[src/rtl/mem_arbiter_pkg.sv]
// Shared constants, requester tag codes and pending-bit helpers for the
// frame-buffer memory arbiter.
package mem_arbiter_pkg;

    localparam int DEF_LOG_WIDTH   = 4;
    localparam int DEF_LOG_HEIGHT  = 3;
    localparam int DEF_LOG_MEM     = 8;
    localparam int DEF_MEM_LATENCY = 2;
    localparam int DEF_LOG_ADDR    = DEF_LOG_HEIGHT + DEF_LOG_WIDTH;
    localparam int TAG_W           = 2;

    typedef enum logic [1:0] {
        TAG_NONE = 2'd0,
        TAG_NTSC = 2'd1,
        TAG_LPF  = 2'd2,
        TAG_VGA  = 2'd3
    } tag_e;

    // A flag is taken when the slot is free, is being granted now, or is being flushed by frame start.
    function automatic logic flag_accept(input logic flag, input logic pend,
                                         input logic gnt, input logic frame);
        return flag & (~pend | gnt | frame);
    endfunction

    function automatic logic pend_keep(input logic pend, input logic gnt, input logic frame);
        return pend & ~gnt & ~frame;
    endfunction

endpackage

[src/rtl/mem_arbiter_delay.sv]
// N-stage registered delay line used as the read-tag pipe.
module mem_arbiter_delay #(
    parameter int N   = 2,
    parameter int LOG = 2
) (
    input  logic           clock,
    input  logic           reset,
    input  logic [LOG-1:0] d_i,
    output logic [LOG-1:0] q_o
);

    logic [LOG-1:0] stage_q [N];

    // Shift register; reset drops everything in flight.
    always_ff @(posedge clock) begin
        if (reset) begin
            for (int i = 0; i < N; i++) begin
                stage_q[i] <= {LOG{1'b0}};
            end
        end else begin
            stage_q[0] <= d_i;
            for (int i = 1; i < N; i++) begin
                stage_q[i] <= stage_q[i-1];
            end
        end
    end

    assign q_o = stage_q[N-1];

endmodule

[src/rtl/mem_arbiter.sv]
// Single-port frame-buffer arbiter: ntsc writes into wr_buf while lpf and vga
// read from the other buffer; vga has priority, ntsc/lpf share round-robin.
module mem_arbiter
    import mem_arbiter_pkg::*;
#(
    parameter int LOG_WIDTH   = DEF_LOG_WIDTH,
    parameter int LOG_HEIGHT  = DEF_LOG_HEIGHT,
    parameter int LOG_MEM     = DEF_LOG_MEM,
    parameter int MEM_LATENCY = DEF_MEM_LATENCY
) (
    input  logic                            clock,
    input  logic                            reset,
    input  logic                            frame_flag,
    input  logic                            ntsc_flag,
    input  logic [LOG_WIDTH-1:0]            ntsc_x,
    input  logic [LOG_HEIGHT-1:0]           ntsc_y,
    input  logic [LOG_MEM-1:0]              ntsc_pixel_write,
    output logic                            done_ntsc,
    input  logic                            lpf_flag,
    input  logic [LOG_WIDTH-1:0]            lpf_x,
    input  logic [LOG_HEIGHT-1:0]           lpf_y,
    output logic                            done_lpf,
    output logic [LOG_MEM-1:0]              lpf_pixel_read,
    input  logic                            vga_flag,
    input  logic [LOG_WIDTH-1:0]            vga_x,
    input  logic [LOG_HEIGHT-1:0]           vga_y,
    output logic                            done_vga,
    output logic [LOG_MEM-1:0]              vga_pixel_read,
    output logic [LOG_HEIGHT+LOG_WIDTH-1:0] mem_addr,
    output logic                            mem_we,
    output logic [LOG_MEM-1:0]              mem_write_data,
    input  logic [LOG_MEM-1:0]              mem_read_data,
    output logic                            overrun
);

    localparam int AW = LOG_HEIGHT + LOG_WIDTH;
    localparam int XW = LOG_WIDTH - 1;

    logic            ntsc_pend_q, lpf_pend_q, vga_pend_q;
    logic            ntsc_pend_d, lpf_pend_d, vga_pend_d;
    logic            ntsc_cap_d, lpf_cap_d, vga_cap_d;
    logic [XW-1:0]   ntsc_x_q, lpf_x_q, vga_x_q;
    logic [LOG_HEIGHT-1:0] ntsc_y_q, lpf_y_q, vga_y_q;
    logic [LOG_MEM-1:0] ntsc_data_q, wdata_q, wdata_d;
    logic [LOG_MEM-1:0] lpf_pix_q, vga_pix_q;
    logic [AW-1:0]   addr_q, addr_d;
    logic            wr_buf_q, ntsc_last_q, overrun_q, done_ntsc_q;
    logic            gnt_vga_d, gnt_ntsc_d, gnt_lpf_d, ovr_d;
    logic [TAG_W-1:0] tag_in_d, tag_out;
    logic            unused_x_lsb;

    assign unused_x_lsb = ^{ntsc_x[0], lpf_x[0], vga_x[0]};

    // Arbitration and memory-port drive; only registered state feeds this.
    always_comb begin
        gnt_vga_d  = vga_pend_q;
        gnt_ntsc_d = 1'b0;
        gnt_lpf_d  = 1'b0;
        if (!vga_pend_q) begin
            if (ntsc_pend_q && lpf_pend_q) begin
                gnt_ntsc_d = ~ntsc_last_q;
                gnt_lpf_d  = ntsc_last_q;
            end else begin
                gnt_ntsc_d = ntsc_pend_q;
                gnt_lpf_d  = lpf_pend_q;
            end
        end else begin
            gnt_ntsc_d = 1'b0;
            gnt_lpf_d  = 1'b0;
        end

        addr_d   = addr_q;
        wdata_d  = wdata_q;
        tag_in_d = TAG_NONE;
        if (gnt_vga_d) begin
            addr_d   = {~wr_buf_q, vga_y_q, vga_x_q};
            tag_in_d = TAG_VGA;
        end else if (gnt_ntsc_d) begin
            addr_d   = {wr_buf_q, ntsc_y_q, ntsc_x_q};
            wdata_d  = ntsc_data_q;
        end else if (gnt_lpf_d) begin
            addr_d   = {~wr_buf_q, lpf_y_q, lpf_x_q};
            tag_in_d = TAG_LPF;
        end else begin
            addr_d   = addr_q;
        end

        ntsc_cap_d  = flag_accept(ntsc_flag, ntsc_pend_q, gnt_ntsc_d, frame_flag);
        lpf_cap_d   = flag_accept(lpf_flag, lpf_pend_q, gnt_lpf_d, frame_flag);
        vga_cap_d   = flag_accept(vga_flag, vga_pend_q, gnt_vga_d, frame_flag);
        ntsc_pend_d = ntsc_cap_d | pend_keep(ntsc_pend_q, gnt_ntsc_d, frame_flag);
        lpf_pend_d  = lpf_cap_d | pend_keep(lpf_pend_q, gnt_lpf_d, frame_flag);
        vga_pend_d  = vga_cap_d | pend_keep(vga_pend_q, gnt_vga_d, frame_flag);
        ovr_d       = (ntsc_flag & ~ntsc_cap_d) | (lpf_flag & ~lpf_cap_d) | (vga_flag & ~vga_cap_d);
    end

    // Request capture, buffer select, round-robin pointer and output holding registers.
    always_ff @(posedge clock) begin
        if (reset) begin
            ntsc_pend_q <= 1'b0;
            lpf_pend_q  <= 1'b0;
            vga_pend_q  <= 1'b0;
            ntsc_x_q    <= {XW{1'b0}};
            lpf_x_q     <= {XW{1'b0}};
            vga_x_q     <= {XW{1'b0}};
            ntsc_y_q    <= {LOG_HEIGHT{1'b0}};
            lpf_y_q     <= {LOG_HEIGHT{1'b0}};
            vga_y_q     <= {LOG_HEIGHT{1'b0}};
            ntsc_data_q <= {LOG_MEM{1'b0}};
            wdata_q     <= {LOG_MEM{1'b0}};
            addr_q      <= {AW{1'b0}};
            lpf_pix_q   <= {LOG_MEM{1'b0}};
            vga_pix_q   <= {LOG_MEM{1'b0}};
            wr_buf_q    <= 1'b0;
            ntsc_last_q <= 1'b0;
            overrun_q   <= 1'b0;
            done_ntsc_q <= 1'b0;
        end else begin
            ntsc_pend_q <= ntsc_pend_d;
            lpf_pend_q  <= lpf_pend_d;
            vga_pend_q  <= vga_pend_d;
            if (ntsc_cap_d) begin
                ntsc_x_q    <= ntsc_x[LOG_WIDTH-1:1];
                ntsc_y_q    <= ntsc_y;
                ntsc_data_q <= ntsc_pixel_write;
            end
            if (lpf_cap_d) begin
                lpf_x_q <= lpf_x[LOG_WIDTH-1:1];
                lpf_y_q <= lpf_y;
            end
            if (vga_cap_d) begin
                vga_x_q <= vga_x[LOG_WIDTH-1:1];
                vga_y_q <= vga_y;
            end
            addr_q      <= addr_d;
            wdata_q     <= wdata_d;
            wr_buf_q    <= wr_buf_q ^ frame_flag;
            overrun_q   <= overrun_q | ovr_d;
            done_ntsc_q <= gnt_ntsc_d;
            if (gnt_ntsc_d) begin
                ntsc_last_q <= 1'b1;
            end else if (gnt_lpf_d) begin
                ntsc_last_q <= 1'b0;
            end
            if (done_lpf) begin
                lpf_pix_q <= mem_read_data;
            end
            if (done_vga) begin
                vga_pix_q <= mem_read_data;
            end
        end
    end

    mem_arbiter_delay #(
        .N   (MEM_LATENCY),
        .LOG (TAG_W)
    ) u_tag_pipe (
        .clock (clock),
        .reset (reset),
        .d_i   (tag_in_d),
        .q_o   (tag_out)
    );

    // Read data is presented on the tag-exit cycle and held afterwards.
    assign done_lpf       = (tag_out == TAG_LPF);
    assign done_vga       = (tag_out == TAG_VGA);
    assign lpf_pixel_read = done_lpf ? mem_read_data : lpf_pix_q;
    assign vga_pixel_read = done_vga ? mem_read_data : vga_pix_q;
    assign done_ntsc      = done_ntsc_q;
    assign mem_addr       = addr_d;
    assign mem_we         = gnt_ntsc_d;
    assign mem_write_data = wdata_d;
    assign overrun        = overrun_q;

endmodule

[config.mk]
export PLATFORM = sky130hd
export DESIGN_NAME = mem_arbiter
export DESIGN_NICKNAME = d
export VERILOG_FILES = /design/src/rtl/mem_arbiter_pkg.sv /design/src/rtl/mem_arbiter_delay.sv /design/src/rtl/mem_arbiter.sv
export SDC_FILE = /design/constraint.sdc
export NUM_CORES = 1
export LEC_CHECK = 0
export CAP_MARGIN = 0
export CORE_MARGIN = 3
export CORE_UTILIZATION = 53
export CTS_BUF_LIST = sky130_fd_sc_hd__clkbuf_4
export DETAILED_ROUTE_END_ITERATION = 10
export HOLD_SLACK_MARGIN = 0.03
export PLACE_DENSITY = 0.87
export SLEW_MARGIN = 20
export SYNTH_ARGS = -nofsm -noshare
export SYNTH_HDL_FRONTEND = slang
export SYNTH_SLANG_ARGS = --single-unit
[constraint.sdc]
create_clock -name clock -period 3 [get_ports clock]
set_input_delay 0.9 -clock clock [delete_from_list [all_inputs] [get_ports clock]]
set_output_delay 0.9 -clock clock [all_outputs]
set_load 0.005 [all_outputs]
==> reports/summary.md, run 1 <==
In this run the critical register-to-register path is launched from ntsc_pend_q. The worst hold path terminates at u_tag_pipe.stage_q[0][2]. Among all flip-flop cells after synthesis, the most frequent one is sky130_fd_sc_hd__dfxtp_1. The worst setup path is launched from a flop.

Entering global routing, the biggest net connects 36 pins. The floorplan step defined a die boundary enclosing 6260 sq um. The run finished with clean final reports. Power density over the cells: 478 nW/um^2. In this run the tool buffered the top-level ports with 75 buffer cells.

For the worst hold slack after final layout, the log shows 459 ps. The die height is 79.1 microns, and the count of flip-flops with a built-in enable after synthesis is 0. In the final layout, the share of cells above drive strength 1 is 16.5%. The synthesized design contains 68 register bits.

For the final routed database, the setup TNS stands at 0 ps. The worst-case IR drop observed on VDD is 0.348 mV. The cell area after synthesis was 2830 sq um; the buffer levels on the longest clock path was 2. Across all register-to-register paths, the minimum setup slack is 1460 ps. The total wire length after detailed routing was 7.32 mm; the number of nets still failing antenna checks after routing was 0. On the worst path, the slowest cell contributes a delay of 560 ps. For the count of routing violations after the opening detailed-route iteration, the log shows 239. The first global-routing pass estimated 11.4 mm of wire.

Across the routed clock network, the largest skew measured is 14.8 ps. Setup repair after global routing could not meet its margin everywhere. In this run the worst path has a maximum fanout of 9. TritonCTS built the clock tree. The tools report the initial antenna violation count as 0. Sorting the synthesized cells by area gives the leading types as sky130_fd_sc_hd__dfxtp_1, sky130_fd_sc_hd__mux2i_1, sky130_fd_sc_hd__mux2_2.

The number of nets in the synthesized netlist is 339. The number of top-level design ports came out at 79. At the pin with the least slew margin, the transition time is 418 ps. For the worst flop-to-flop path, the logic depth is 5. The count of cells along the worst hold path came out at 1.

For this run the aggregate overflow at the end of global routing stands at 0. The fraction of synthesized cell area taken by the top area cell type works out to 48.0%. The all-layer global routing usage came out at 23.2%. The fraction of registers with async set/reset was 0%.

For this run, the top clock speed supported by timing is 334 MHz. The worst min-delay path startpoint is u_tag_pipe.stage_q[0][0]. The data required time at the worst endpoint is 2100 ps, and the total of fill cells in the finished design is 360. Yosys printed 0 warnings. Setup violations remaining at the end of the flow were counted as 0. The number of endpoints with negative hold slack in the final report is 0, and the count of hold buffers inserted by post-cts repair is 0.

The final critical-path required period came out at 2990 ps. After layout, the worst path uses 99.7% of the clock period. After detailed routing, the average wire length per cell comes to 16.3 microns. The H-tree was split into 3 levels. The worst setup path is captured at an output pin. The final RePlAce weighted congestion is 0.772, and the clock sink count is 68. The detailed-router iteration count before antenna repair was 5. The logs give 0 for the antenna diode count and 2,350 for the via count of the first global-routing pass. For the max-capacitance violation count, the log shows 0. Worst min-delay path class: reg -> reg. The commonest cells after synthesis are sky130_fd_sc_hd__dfxtp_1, sky130_fd_sc_hd__nand2_1, sky130_fd_sc_hd__mux2i_1, sky130_fd_sc_hd__mux2_2, sky130_fd_sc_hd__nor2_1. The floorplan step set the die width to 79.1 microns.

Among all stages on the critical path, the largest delay is contributed by sky130_fd_sc_hd__clkdlybuf4s50_1. The count of pins over their slew limit was 0; the gate count after technology mapping was 296. The master cell of the clock root buffer was sky130_fd_sc_hd__clkbuf_4. The critical path data arrival time was 2090 ps. Post-synthesis to final-layout area growth: 35.7%. By instance count, the leading cell after synthesis is sky130_fd_sc_hd__dfxtp_1. The critical register-to-register path endpoint is ntsc_x_q[0].

The routed layout has 2,517 vias. For this run, design rule violations remaining after detail routing come to 0. Counting distinct cell types in the post-synthesis netlist gives 34. In this run the mean area of a mapped cell was 9.57 sq um. sky130_fd_sc_hd__dfxtp_1 takes more of the synthesized area than any other cell. Traced cell by cell, the critical path runs through a21oi_4 > buf_12 > nand3_1 > a31oi_1 > clkdlybuf4s50_1. In this run the static leakage power is 1.65 nW. Critical path class: reg -> out. Measured against its own limit, the worst slew margin works out to 72.0%. Sequential cells were found to cover 48.0% of the synthesized design area. Clock-pin slew was measured on the worst setup and hold paths at 110 ps. Buffers inserted during clock tree synthesis total 9.

The tools report the source-to-sink clock delay at the later pin of the worst-skew pair as 410 ps. The floorplan step defined a core boundary enclosing 4940 sq um. The initial cell density of the core is 57.3%. The total number of nets in the final design was 421; the detailed-route vias per instance was 5.61. The number of standard-cell rows in the floorplan was 25. The HPWL after detailed placement is 4.77 mm.
## layout by cell type (no fill, tap or decap), types with 9 or more instances in the layout
| master | n |
|---|---|
| sky130_fd_sc_hd__a21oi_1 | 12 |
| sky130_fd_sc_hd__and2_1 | 16 |
| sky130_fd_sc_hd__buf_4 | 11 |
| sky130_fd_sc_hd__clkbuf_4 | 9 |
| sky130_fd_sc_hd__clkdlybuf4s50_1 | 72 |
| sky130_fd_sc_hd__dfxtp_1 | 64 |
| sky130_fd_sc_hd__mux2_2 | 17 |
| sky130_fd_sc_hd__mux2i_1 | 26 |
| sky130_fd_sc_hd__nand2_1 | 50 |
| sky130_fd_sc_hd__nand3_1 | 13 |
| sky130_fd_sc_hd__nor2_1 | 17 |
| sky130_fd_sc_hd__o21ai_0 | 9 |
## stage by stage
stage | util (%) | instance area (sq um) | instances | total power [mW] | setup slack [ps]
after floorplan | - | 2830 | 296 | 1.14 | 940
after global placement | 72.9 | 3600 | 426 | 1.26 | 40.3
after detailed placement | 72.9 | 3600 | 426 | 1.27 | 30.2
after CTS | 76.0 | 3750 | 443 | 1.82 | 7.57
after global routing | 77.8 | 3850 | 449 | 1.92 | -101
final | 77.8 | 3850 | 449 | 1.84 | 8.48
## layer usage
layer,routed length (microns),track usage [%],share of wire (%),up-vias
met2,3570,37.5,49,134
met3,544,8.16,7.4,8
met5,0,0,0,-
met1,3140,29.5,43,1187
li1,-,-,-,1188
met4,65,5.67,0.89,0
## kinds of logic (layout without fill, tap and decap cells)
logic type	after synthesis	count (layout)	synth area share, %
XOR/XNOR	1	1	0.309
AND/OR/NAND/NOR	107	107	17.4
AO/OA/AOI/OAI	50	50	13.0
multiplexers	43	43	15.9
buffers and inverters	27	113	5.34
flip-flops	68	68	48.0
## final cells by class
cell class | count | area, sq um | share of cell area, %
repair inverters | 2 | 12.5 | 0.325
inverters | 7 | 30.0 | 0.781
multi-input cells | 201 | 1340 | 34.8
repair buffers | 89 | 883 | 23.0
well taps | 67 | 83.8 | 2.18
clock inverters | 6 | 56.3 | 1.46
clock buffers | 9 | 67.6 | 1.76
flip-flops and latches | 68 | 1370 | 35.7
## registers in the layout, indices dropped and copies added, names as in the netlist, 3 cells and up
name                cells
lpf_pix_q               8
ntsc_data_q             8
vga_pix_q               8
wdata_q                 8
addr_q                  7
u_tag_pipe.stage_q      4
lpf_x_q                 3
lpf_y_q                 3
ntsc_x_q                3
ntsc_y_q                3
vga_x_q                 3
vga_y_q                 3
## worst max path at each step
stage,cells past startpoint,to,start
2_1_floorplan,1,lpf_pixel_read[0],mem_read_data[0]
5_1_grt,4,mem_addr[0],ntsc_pend_q
4_1_cts,4,mem_addr[2],ntsc_last_q
6_report,5,mem_addr[0],lpf_pend_q
3_5_place_dp,3,vga_pixel_read[3],mem_read_data[3]
3_3_place_gp,3,vga_pixel_read[3],mem_read_data[3]
## power breakdown
group	internal [mW]	switching (mW)	leakage (nW)	total, mW
combinational	0.166	0.133	1.02	0.299
clock	0.243	0.319	0.0690	0.562
sequential	0.947	0.0303	0.559	0.977
## critical path: cells and delay by family (launching register included)
| kind | cells | cell delay [ps] |
|---|---|---|
| buffers and inverters | 2 | 700 |
| flip-flops | 1 | 410 |
| AND/OR/NAND/NOR | 1 | 120 |
| AO/OA/AOI/OAI | 2 | 440 |
## what timing repair did
item                                    4_1_cts  5_1_grt
pin swaps                                     1        3
resized for setup                             7       11
setup buffers                                 1        5
gates cloned                                  1        1
endpoints found under the hold margin         0        0
endpoints found under the setup margin       16       17
No activity file was read; power rests on OpenSTA's default activity.
==> run 2, diff against run 1 <==
--- a/config.mk
+++ b/config.mk
@@ -6,12 +6,14 @@
 export NUM_CORES = 1
 export LEC_CHECK = 0
 export CAP_MARGIN = 0
+export CELL_PAD_IN_SITES_DETAIL_PLACEMENT = 0
+export CELL_PAD_IN_SITES_GLOBAL_PLACEMENT = 2
 export CORE_MARGIN = 3
-export CORE_UTILIZATION = 53
+export CORE_UTILIZATION = 32
 export CTS_BUF_LIST = sky130_fd_sc_hd__clkbuf_4
 export DETAILED_ROUTE_END_ITERATION = 10
 export HOLD_SLACK_MARGIN = 0.03
-export PLACE_DENSITY = 0.87
+export PLACE_DENSITY_LB_ADDON = 0.1
 export SLEW_MARGIN = 20
 export SYNTH_ARGS = -nofsm -noshare
 export SYNTH_HDL_FRONTEND = slang
==> run 2 against run 1 <==
Flip-flop and latch count unchanged. Clock power decreased by 17%. Fmax increased by 1.3%. Count of clock-buffer cells in the layout increased by 1. Final cell count increased by 7.6%. Non-clock buffer count decreased by 1. Via count decreased by 8.9%. Combinational power decreased by 4%. Global-route usage decreased by 8.5 points. First-iteration DRC count decreased by 68%. Utilization decreased by 32 points.
==> reports/summary.md, run 2 (same netlist as run 1, synthesis figures left out) <==
The flow ran to the end, and the final reports show no timing, DRC or antenna violations. The total number of nets in the final design was 418 (-0.71%). The type of destination of the critical path was an output pin. The area of the multi-input gates was 1330 sq um (-0.47%). Post-route setup TNS: 0 ps (unchanged).

Total grt overflow: 0 (unchanged). The count of pins over their slew limit was 0 (unchanged). The source-to-sink clock delay at the later pin of the worst-skew pair was 400 ps (about the same). The cell repeated most along the worst path was sky130_fd_sc_hd__clkdlybuf4s50_1. The peak clock frequency supported by timing is 339 MHz (+1.3%), and the maximum fanout count along the critical path is 2 (-7). For the worst setup slack after layout, the log shows 48.2 ps (+39.7 ps). The logs give 25.6 ps (-4.60 ps) for the worst setup timing slack at the placement stage and 9 (unchanged) for the clock buffer count from CTS. The run gives 68 (unchanged) as the clock sink count.

The antenna diode count is 0 (unchanged), and the data required time at the worst endpoint is 2100 ps (about the same). The number of nets still failing antenna checks after routing is 0 (unchanged). The top cell types in the final layout, fill and taps aside, are sky130_fd_sc_hd__clkdlybuf4s50_1, sky130_fd_sc_hd__dfxtp_1, sky130_fd_sc_hd__nand2_1. For the wire length of the first global-routing pass, the log shows 11.6 mm (+2.0%).

The tools report the initial cell density of the core as 33.6% (-24 points). The internal portion of total power is 1.27 mW (-6.0%). The tools report the share of the core filled with cells in the final layout as 45.3% (-32 points).

TritonCTS built the clock tree. The initial antenna violation count is 0 (unchanged), and the critical path data arrival time is 2050 ps (-40 ps). The tools report the core region area as 8420 sq um (+70%). The total of endpoints with negative setup slack in the final report is 0 (unchanged), and the number of top-level design ports is 79 (unchanged). The peak supply drop was 0.185 mV (-47%).

Final cell count without fillers: 483 (+7.6%). The die height is 100 microns (+27%), and the number of buffers and inverters on the critical path is 2 (unchanged). The tools report the power spent charging and discharging nets as 0.456 mW (-5.6%). The critical path goes through clkdlybuf4s50_1 > mux2_2 > clkdlybuf4s50_1. The via count of the first global-routing pass came out at 2,266 (-3.6%). Leaving out fill and tap cells, the most frequent cell in the layout is sky130_fd_sc_hd__clkdlybuf4s50_1.

Fraction of final layout cells with drive strength greater than 1: 15.1% (-1.4 points). The run gives 33 (+32%) as the number of standard-cell rows in the floorplan. The run gives 11.7 ps (-3.10 ps) as the final worst clock skew. The logs give 14.7% (-8.5 points) for the all-layer global routing usage and 27.1% (-3.5 points) for the clock share of power. The power density over the cells is 453 nW/um^2 (-5.2%), and the die width is 100 microns (+27%). The run gives 0 (unchanged) as the total DRC errors in the routed layout.

In this run the clock root is driven by a sky130_fd_sc_hd__clkbuf_4. The number of I/O port buffers is 75 (unchanged). The total vias in the final route came out at 2,293 (-8.9%). STA classifies the critical path startpoint as an input pin.

The sequential power share is 56.4% (+3.2 points), and the clock transition at the registers of the reported paths is 100 ps (about the same). The critical path class is in -> out. The tools report the headroom to the max-slew limit as 70.3% (-1.7 points).

The count of routing violations after the opening detailed-route iteration came out at 76 (-68%). The peak per-stage delay on the critical path is 440 ps (-120 ps). Setup repair after global routing could not meet its margin everywhere. The measured slew at the worst slew-check pin is 445 ps (+26.4 ps).

The total wire length after detailed routing was 7.04 mm (-3.8%). The number of endpoints with negative hold slack in the final report was 0 (unchanged); the buffer levels on the longest clock path was 2 (unchanged). The detailed-route vias per instance was 4.75 (-15%); the number of H-tree branching levels was 3 (unchanged).

The share of power burned in combinational logic is 16.5% (+0.2 points), and the max-capacitance violation count is 0 (unchanged). The tools report the total of fill cells in the finished design as 880 (+140%). The total power is 1.73 mW (-5.9%). The tools report the final RePlAce weighted congestion as 0.710 (-8.1%).

The run gives 0 (unchanged) as the count of hold buffers inserted by post-cts repair. On the critical path the largest part of the delay comes from buffers and inverters. The detailed-router iteration count before antenna repair came out at 4 (-1).

The largest net degree at the start of global routing was 32 (-11%). The die outline area was 10,000 sq um (+60%). The post-detailed-route wirelength per cell was 14.6 microns (-11%); the part of the cycle the worst path needs was 98.4% (-1.3 points). The number of placed cells counting well taps was 467 (+9.6%). The final critical-path required period was 2950 ps (-39.7 ps). The post-synthesis to final-layout area growth is 34.7%. The logs give 1.59 nW (-3.7%) for the leakage power and 1370 sq um (-0.18%) for the register cell area after layout. The slowest stage cell on the critical path was sky130_fd_sc_hd__clkdlybuf4s50_1. The placed wire-length estimate was 4.96 mm (+3.9%).

The worst min-delay path class was reg -> reg. The switching portion of total power works out to 26.3% (+0.088 points).
-- run 2: area by class of cell --
| cell class | count | area share, % |
|---|---|---|
| sequential | 68 | 35.9 |
| multi-input combinational | 201 | 34.9 |
| timing repair buffer | 88 | 22.6 |
| tap | 105 | 3.44 |
| clock buffer | 10 | 1.97 |
| inverter | 7 | 0.688 |
| clock inverter | 4 | 0.491 |
-- run 2: worst paths after layout --
kind	slack [ps]	endpoint	depth (start not counted)	startpoint
setup / recovery	50	lpf_pixel_read[4]	3	mem_read_data[4]
hold / removal	450	u_tag_pipe.stage_q[0][2]	1	u_tag_pipe.stage_q[0][0]
setup reg to reg	1470	ntsc_data_q[1]	5	lpf_pend_q
hold reg to reg	450	u_tag_pipe.stage_q[0][2]	1	u_tag_pipe.stage_q[0][0]
-- run 2: timing repair --
item,in CTS,in global routing
buffers inserted,0,2
cloned,0,0
pin swaps,0,2
endpoints found under the setup margin,6,18
resized for setup,6,7
-- run 2: layer usage --
metal  part of all wire, %  vias to the layer above  track usage, %
met4                   1.4                        0            4.66
met3                   5.6                        8            5.14
met1                    51                     1056            20.7
met5                     0                        -               0
met2                    42                       50            21.0
li1                      -                     1179               -
-- run 2: stage by stage --
step                      hold WS, ps  cell area (sq um)
after floorplan                   414               2830
after global placement            424               3670
after detailed placement          425               3670
after CTS                         451               3780
after global routing              476               3820
final                             447               3820
-- run 2: power groups by stage --
stage | Sequential [mW] | Combinational [mW] | Clock [mW]
after floorplan | 0.985 | 0.154 | 0
after global placement | 0.996 | 0.280 | 0
after detailed placement | 0.996 | 0.282 | 0
after CTS | 0.976 | 0.286 | 0.497
after global routing | 0.982 | 0.315 | 0.541
final | 0.976 | 0.286 | 0.468
==> run 3, diff against run 2 <==
--- a/config.mk
+++ b/config.mk
@@ -12,6 +12,7 @@
 export CORE_UTILIZATION = 32
 export CTS_BUF_LIST = sky130_fd_sc_hd__clkbuf_4
 export DETAILED_ROUTE_END_ITERATION = 10
+export GPL_ROUTABILITY_DRIVEN = 0
 export HOLD_SLACK_MARGIN = 0.03
 export PLACE_DENSITY_LB_ADDON = 0.1
 export SLEW_MARGIN = 20
==> results of run 3 <==
The final DEF is identical to that of run 2; final timing and power are the same.
